`src/rtl/stream_cipher_w.sv`:
```
// stream_cipher_w: word-wide three-LFSR stream cipher, keystream ks = (a & b) ^ c,
// with each LFSR unrolled W steps per accepted beat.
// Latency: 1 cycle from input accept to m_valid. Throughput: one word per cycle while m_ready is high.
// Backpressure: s_ready = !m_valid | m_ready in RUN; while stalled, the output holds and the LFSRs freeze.
// Ports: clk/reset (async active-low); seed1..3 + load (restart, seeds captured in LOAD);
//        busy (LOAD/WARMUP); s_valid/s_ready/s_data input stream; m_valid/m_ready/m_data output stream.
// Optional: define STREAM_CIPHER_WORD_COUNT_EN to add word_count[31:0] (accepted beats, cleared on load).
module stream_cipher_w #(
  parameter int              W      = 8,
  parameter int              N1     = 5,
  parameter int              N2     = 7,
  parameter int              N3     = 9,
  parameter logic [N1-1:0]   TAPS1  = 5'b10100,
  parameter logic [N2-1:0]   TAPS2  = 7'b1100000,
  parameter logic [N3-1:0]   TAPS3  = 9'b100010000,
  parameter int              WARMUP = 16
) (
  input  logic          clk,
  input  logic          reset,
  input  logic [N1-1:0] seed1,
  input  logic [N2-1:0] seed2,
  input  logic [N3-1:0] seed3,
  input  logic          load,
  output logic          busy,
  input  logic          s_valid,
  output logic          s_ready,
  input  logic [W-1:0]  s_data,
  output logic          m_valid,
  input  logic          m_ready,
  output logic [W-1:0]  m_data
`ifdef STREAM_CIPHER_WORD_COUNT_EN
  ,
  output logic [31:0]   word_count
`endif
);

  localparam logic [31:0] W_U      = 32'(W);
  localparam logic [31:0] WARMUP_U = 32'(WARMUP);

  typedef enum logic [1:0] {ST_IDLE, ST_LOAD, ST_WARMUP, ST_RUN} state_e;

  state_e        state_q, state_d;
  logic [N1-1:0] lfsr1_q, lfsr1_d;
  logic [N2-1:0] lfsr2_q, lfsr2_d;
  logic [N3-1:0] lfsr3_q, lfsr3_d;
  logic [31:0]   warm_q, warm_d;
  logic          m_valid_q, m_valid_d;
  logic [W-1:0]  m_data_q, m_data_d;

  logic [31:0]   warm_step;
  logic [W-1:0]  ks;
  logic [N1-1:0] run1, warm1;
  logic [N2-1:0] run2, warm2;
  logic [N3-1:0] run3, warm3;
  logic          accept;

  // Warm-up advances at most W steps per cycle; the last cycle may be partial.
  always_comb begin
    warm_step = (warm_q < W_U) ? warm_q : W_U;
  end

  // Unrolled LFSRs. run* is the state after W steps (one data word); warm* is
  // the state after warm_step steps, tapped off the same chain.
  always_comb begin
    run1  = lfsr1_q;
    run2  = lfsr2_q;
    run3  = lfsr3_q;
    warm1 = lfsr1_q;
    warm2 = lfsr2_q;
    warm3 = lfsr3_q;
    ks    = '0;
    for (int j = 0; j < W; j++) begin
      ks[j] = (run1[N1-1] & run2[N2-1]) ^ run3[N3-1];
      run1  = {run1[N1-2:0], ^(run1 & TAPS1)};
      run2  = {run2[N2-2:0], ^(run2 & TAPS2)};
      run3  = {run3[N3-2:0], ^(run3 & TAPS3)};
      if (32'(j) < warm_step) begin
        warm1 = run1;
        warm2 = run2;
        warm3 = run3;
      end
    end
  end

  // FSM: state register
  always_ff @(posedge clk or negedge reset) begin
    if (!reset) state_q <= ST_IDLE;
    else        state_q <= state_d;
  end

  // FSM: next state; load wins from any state
  always_comb begin
    state_d = state_q;
    if (load) begin
      state_d = ST_LOAD;
    end else begin
      case (state_q)
        ST_IDLE:   state_d = ST_IDLE;
        ST_LOAD:   state_d = (WARMUP > 0) ? ST_WARMUP : ST_RUN;
        ST_WARMUP: if (warm_q <= W_U) state_d = ST_RUN;
        ST_RUN:    state_d = ST_RUN;
        default:   state_d = ST_IDLE;
      endcase
    end
  end

  // FSM: outputs
  always_comb begin
    busy    = (state_q == ST_LOAD) || (state_q == ST_WARMUP);
    s_ready = (state_q == ST_RUN) && (!m_valid_q || m_ready);
  end

  // s_ready deliberately does not look at load; load only masks the accept.
  assign accept = s_valid && s_ready && !load;

  always_comb begin
    lfsr1_d   = lfsr1_q;
    lfsr2_d   = lfsr2_q;
    lfsr3_d   = lfsr3_q;
    warm_d    = warm_q;
    m_valid_d = m_valid_q;
    m_data_d  = m_data_q;
    if (load) begin
      m_valid_d = 1'b0;
    end else begin
      case (state_q)
        ST_LOAD: begin
          // An all-zero seed would lock the LFSR at zero; force LSB instead.
          lfsr1_d = (seed1 == '0) ? {{(N1-1){1'b0}}, 1'b1} : seed1;
          lfsr2_d = (seed2 == '0) ? {{(N2-1){1'b0}}, 1'b1} : seed2;
          lfsr3_d = (seed3 == '0) ? {{(N3-1){1'b0}}, 1'b1} : seed3;
          warm_d  = WARMUP_U;
        end
        ST_WARMUP: begin
          lfsr1_d = warm1;
          lfsr2_d = warm2;
          lfsr3_d = warm3;
          warm_d  = warm_q - warm_step;
        end
        ST_RUN: begin
          if (accept) begin
            lfsr1_d   = run1;
            lfsr2_d   = run2;
            lfsr3_d   = run3;
            m_valid_d = 1'b1;
            m_data_d  = s_data ^ ks;
          end else if (m_ready) begin
            m_valid_d = 1'b0;
          end
        end
        default: ;
      endcase
    end
  end

  always_ff @(posedge clk or negedge reset) begin
    if (!reset) begin
      lfsr1_q   <= '0;
      lfsr2_q   <= '0;
      lfsr3_q   <= '0;
      warm_q    <= '0;
      m_valid_q <= 1'b0;
      m_data_q  <= '0;
    end else begin
      lfsr1_q   <= lfsr1_d;
      lfsr2_q   <= lfsr2_d;
      lfsr3_q   <= lfsr3_d;
      warm_q    <= warm_d;
      m_valid_q <= m_valid_d;
      m_data_q  <= m_data_d;
    end
  end

  assign m_valid = m_valid_q;
  assign m_data  = m_data_q;

`ifdef STREAM_CIPHER_WORD_COUNT_EN
  logic [31:0] word_count_q, word_count_d;

  always_comb begin
    word_count_d = word_count_q;
    if (load)        word_count_d = '0;
    else if (accept) word_count_d = word_count_q + 32'd1;
  end

  always_ff @(posedge clk or negedge reset) begin
    if (!reset) word_count_q <= '0;
    else        word_count_q <= word_count_d;
  end

  assign word_count = word_count_q;
`endif

endmodule

```
`config.mk`:
```
export PLATFORM = sky130hd
export DESIGN_NAME = stream_cipher_w
export DESIGN_NICKNAME = d
export VERILOG_FILES = /design/src/rtl/stream_cipher_w.sv
export SDC_FILE = /design/constraint.sdc
export NUM_CORES = 1
export LEC_CHECK = 0
export BUFFER_PORTS_ARGS = -buffer_cell sky130_fd_sc_hd__buf_2
export CAP_MARGIN = 10
export CORE_UTILIZATION = 62
export DETAILED_ROUTE_END_ITERATION = 8
export PLACE_DENSITY = 0.8
export SLEW_MARGIN = 20
export SYNTH_ARGS = -nofsm -noshare
export SYNTH_HDL_FRONTEND = slang
export SYNTH_SLANG_ARGS = --single-unit
```
`constraint.sdc`:
```
create_clock -name clk -period 3.4 [get_ports clk]
set_input_delay 0.34 -clock clk [delete_from_list [all_inputs] [get_ports clk]]
set_output_delay 0.34 -clock clk [all_outputs]
set_load 0.05 [all_outputs]
```
# Word-level counts from Yosys, hierarchy flattened

Index checks and enable logic that the tools add are counted.

Register bits: 64
Bits in latches: 0
Memory bits (writable): 0
Bits in read-only memories: 0
Input port bits: 34
Output and inout bits: 11
Logic and storage cells: 127
Memories kept: 0

Add/subtract/negate cells: 1
Multiply operators: 0
Div/mod/pow operators: 0
Magnitude comparators: 10
Equality and inequality tests: 6
Shift-type cells: 0
Multiplexer cells: 42
Bitwise gates (word level): 18
Reductions and logical operators: 43

Operators with widths:

| cell                                                                    | count |
|---|---|
| 3-bit by 32-bit < comparator with 1-bit output (first input constant)   | 4 |
| 9-bit 2-to-1 mux                                                        | 10 |
| 9-bit XOR reduction                                                     | 8 |
| 7-bit 2-to-1 mux                                                        | 10 |
| 1-bit by 32-bit < comparator with 1-bit output (first input constant)   | 2 |
| 2-bit by 32-bit < comparator with 1-bit output (first input constant)   | 2 |
| 32-bit case mux with 2 select lines                                     | 1 |
| 7-bit XOR reduction                                                     | 8 |
| 5-bit 2-to-1 mux                                                        | 10 |
| 5-bit XOR reduction                                                     | 8 |
| 32-bit by 4-bit <= comparator with 1-bit output (second input constant) | 1 |
| 32-bit by 4-bit < comparator with 1-bit output (second input constant)  | 1 |
| 32-bit 2-to-1 mux                                                       | 1 |
| 32-bit subtractor                                                       | 1 |
| 9-bit case mux with 3 select lines                                      | 1 |
| 7-bit case mux with 3 select lines                                      | 1 |
| 5-bit case mux with 3 select lines                                      | 1 |
| 9-bit zero test                                                         | 1 |
| 9-bit inequality test (second input constant)                           | 1 |
| 1-bit AND                                                               | 8 |
| 2-bit case mux with 4 select lines                                      | 1 |
| 1-bit bitwise XOR                                                       | 8 |
| 8-bit bitwise XOR                                                       | 1 |
| 7-bit zero test                                                         | 1 |
| 17 further kinds                                                        | 29 |

# Logic depth before layout (Yosys ltp)

Word-level depth: 12
Depth in mapped cells: 13
Mapped depth without buffers: 11

# Worst setup path before layout

Ideal clock, no wire load.

Kind: reg-to-reg
Start: register warm_q[23]
End: register lfsr3_q[1]
Library setup time: 0.082 ns
Arrival: 2.532 ns
Required time: 3.318 ns
Path slack: 0.786 ns
Stages on the path, launching flop included: 8
Buffers on the path: 1
Period minus slack after synthesis: 2.614 ns
Path through: dfrtp_1 -> or4_4 -> or4_4 -> nor3_4 -> buf_6 -> nand2_2 -> or4_1 -> a31oi_1

Word-level cells in the longest chain between the ends: 11
Elaborated cells between the ends (all ways): 20
Classes of those cells: order compare: 9; eq/ne: 1; mux: 9; reduce/logical: 1

RTL lines:

| item                                           | line | RTL |
|---|---|---|
| start, declared                                | 46   | `logic [31:0] warm_q, warm_d;` |
| start signal, assigned                         | 168  | `warm_q <= warm_d;` |
| 32-bit by 4-bit < comparator with 1-bit output | 59   | `warm_step = (warm_q < W_U) ? warm_q : W_U;` |
| 32-bit 2-to-1 mux (*)                          | 59   |  |
| 1-bit by 32-bit < comparator with 1-bit output | 77   | `if (32'(j) < warm_step) begin` |
| 9-bit 2-to-1 mux (7 in series)                 | 77   |  |
| 9-bit case mux with 3 select lines             | 126  | `case (state_q)` |
| end signal, assigned                           | 167  | `lfsr3_q <= lfsr3_d;` |
| end, declared                                  | 45   | `logic [N3-1:0] lfsr3_q, lfsr3_d;` |

Every way passes the cells marked *; elsewhere a longest branch is shown, timed or not.
A chain may end at the register's enable or synchronous reset.

# Worst setup path in the final report

Start: register warm_q[23]
End: register lfsr1_q[4]

Word-level cells in the longest chain between the ends: 11
Elaborated cells between the ends (all ways): 20
Classes of those cells: order compare: 9; eq/ne: 1; mux: 9; reduce/logical: 1

RTL lines:

| item                                           | line | RTL |
|---|---|---|
| 32-bit by 4-bit < comparator with 1-bit output | 59   |  |
| 32-bit 2-to-1 mux (*)                          | 59   |  |
| 1-bit by 32-bit < comparator with 1-bit output | 77   |  |
| 5-bit 2-to-1 mux (7 in series)                 | 77   |  |
| 5-bit case mux with 3 select lines             | 126  |  |
| end signal, assigned                           | 165  | `lfsr1_q <= lfsr1_d;` |
| end, declared                                  | 43   | `logic [N1-1:0] lfsr1_q, lfsr1_d;` |

Marked as above.

==> metrics <==
outcome finished, final reports clean; Synth cell types 73; CTS Buf Count 9; element type at the critical path start flop; postcts setup bufs 0; Mapped Cells 697; Mapped Area 5610 um2; Clock Sink Count 64; Initial DRT Pass Iterations 6; Worst-Skew Late Latency 0.35 ns; largest net degree at the start of global routing 49; Final Hold Vio Count 0; DRT iter0 DRCs 660; CP Capture Type flop; CTS Root Cell clkbuf_8; antenna fix cells 0; Hold WC Path Type input pin to asynchronous set/reset pin; first-pass GRT wire length 29,700 um; Area Growth Syn to Fin 9.02%; Yosys warning count 0; placer congestion estimate 0.990; TritonCTS clock tree built; Static Leakage 2.45 nW; starting density of the core 0.643; largest cells by area after synthesis dfrtp_1 (29%), nand2_1 (5.0%), xnor2_1 (4.7%), clkbuf_1 (4.0%), o21ai_0 (3.8%); unrepaired setup endpoints after global routing no; DRC viols 0; Routed Antenna Nets 0; Pwr Total 0.00689 W; Setup crit end lfsr1_q[4]; IO Port Bufs 44; internal power 0.00307 W; H-Tree Depth 3; Max Cap Viol 0; combinational share of power 0.686; Yosys reg bits 64; R2R cell count 7; WL/cell 22.1 um; CTS clk-pin slew, worst paths 0.07 ns; routed wire length 18,200 um; die extent in y 97.1 um; core area 8720 um2; Setup violations, final 0; R2R setup slack 0.30 ns; cell taking the most area after synthesis dfrtp_1; Pins Over Slew Limit 0; fin nets 752; critical path class flop to flop; Max IR drop VDD 0.894 mV; top cell type's share of synthesized area 0.286; width of the die 97.1 um; row count 34; Post-Syn Area per Cell 8.04 um2; vias in the first global route 5,566; CP max FO 23; GRT overflow 0; I/O pins 45; Clock power frac 0.088; TNS Setup 0 ns; post-cts sizing count 0; final worst-path cycle share 0.913; via count 5,919; hold buffer count at cts 0; FF-to-FF Start warm_q[23]; clock skew 0.0120 ns; final core utilization 0.701; Critical Path RT 3.63 ns; Tmin final 3.10 ns; ratio of cells with drive above 1 in the final layout 0.160; Synthesized Nets 735; number of flops mapped to enable cells by yosys 0; Primary FF master, synth dfrtp_1; reg2reg end lfsr1_q[4]; dpl hpwl 12,800 um; Critical path origin warm_q[23]; Tot GR Track Use 0.396; f_max 0.322 GHz; Slew @ Worst Pin 1.06 ns; switch share 0.554; Switch Pwr 0.00382 W; DR vias/cell 7.17; initial antenna violation count 0; Crit path arrival time 3.33 ns; PD cells 1130 nW/um2; sequential share of power 0.226; Async SR Flop Fraction 1.00; clk buf depth 2; total die area 9430 um2; Slew HR 0.291; post-synthesis sequential area ratio 0.286
area by class of cell:
class	instances	area, um2
multi-input combinational	554	3700
fill	704	2610
tap	108	135
clock inverter	3	17.5
timing repair buffer	75	465
clock buffer	12	155
sequential	64	1600
inverter	10	37.5
state kept, by name, summed over array words and instances, names as in the netlist:
signal   count
lfsr3_q      9
m_data       8
m_valid      1
warm_q      32
lfsr1_q      5
state_q      2
lfsr2_q      7
layer usage:
metal / share of wire / wire length, um / up-vias / GRT usage
met5: 0 / 0 / - / 0
met4: 0.050 / 904 / 0 / 0.212
met3: 0.11 / 2040 / 74 / 0.0597
met2: 0.46 / 8320 / 424 / 0.612
met1: 0.38 / 6960 / 2770 / 0.537
li1: - / - / 2651 / -
power groups by stage:
| stage | clock (W) | sequential [W] | combinational [W] |
|---|---|---|---|
| after floorplan | 0 | 0.00135 | 0.00349 |
| after global placement | 0 | 0.00153 | 0.00453 |
| after detailed placement | 0 | 0.00155 | 0.00458 |
| after CTS | 0.000611 | 0.00153 | 0.00460 |
| after global routing | 0.000640 | 0.00160 | 0.00506 |
| final | 0.000605 | 0.00156 | 0.00472 |
critical path, stage by stage, from the launching register on:
cell     delay, ns
dfrtp_1       0.45
or4_4         0.57
or4_4         0.62
nor3_4        0.45
buf_12        0.22
a211o_1       0.28
nor2_1        0.08
a221o_1       0.31
cells in the mapped netlist (all sizes together) (3+ instances only):
cell type   n
a221o       4
a22oi       5
clkbuf     60
o2111ai     7
a211oi     11
o211ai     12
dfrtp      64
o311ai      9
o221ai      6
mux4        6
mux2        6
a31oi      13
a32oi       4
nand2      76
nor4       16
a22o        4
nand2b      9
mux2i      17
nor3       21
a21oi      36
a221oi      5
o21bai      3
a21o        5
o21ai      44
xor2       19
buf         9
or3        12
ha          4
a211o       6
o31a        3
and3        6
or4        20
nor2b      11
o31ai      10
xnor2      30
o21a        4
nor2       52
o22ai       5
nand3      19
inv        10
layout by cell type, fill, tap and decap left out, types with 11 or more instances in the layout:
cell type and count:
nand2_1 75, dfrtp_1 63, nor2_1 52, buf_2 44, o21ai_0 43, a21oi_1 36
xnor2_1 30, buf_4 30, xor2_1 19, or4_1 18, nor3_1 18, nand3_1 18
mux2i_1 17, a31oi_1 13, or3_1 12, nor4_1 12, o211ai_1 12, nor2b_1 11
a211oi_1 11, clkbuf_8 11
through the flow:
step	hold WS [ns]	cells	area, um2	worst slack [ns]
finish	0.155	826	6110	0.297
CTS	0.173	826	6110	0.348
global route	0.214	826	6110	0.140
floorplan	0.0444	697	5610	0.786
detailed placement	0.465	811	5940	0.351
global placement	0.458	811	5940	0.440
worst min path at each step:
stage               cells after the start          to  startpoint
finish                                  1  lfsr2_q[2]       reset
global route                            1  lfsr3_q[4]       reset
CTS                                     1  lfsr3_q[4]       reset
detailed placement                      2   m_data[5]   m_data[5]
global placement                        2   m_data[7]   m_data[7]
floorplan                               0  lfsr1_q[0]       reset
cell families after synthesis:
group                    after synthesis  share of synthesized area
AO/OA/AOI/OAI                        219                      0.272
adder cells (fa/ha/maj)                4                    0.00893
XOR/XNOR                              50                     0.0806
flip-flops                            64                      0.286
buffers and inverters                 79                     0.0547
multiplexers                          29                     0.0665
AND/OR/NAND/NOR                      251                      0.231
other                                  1                   0.000669
Power figures use the tool's default switching activity.
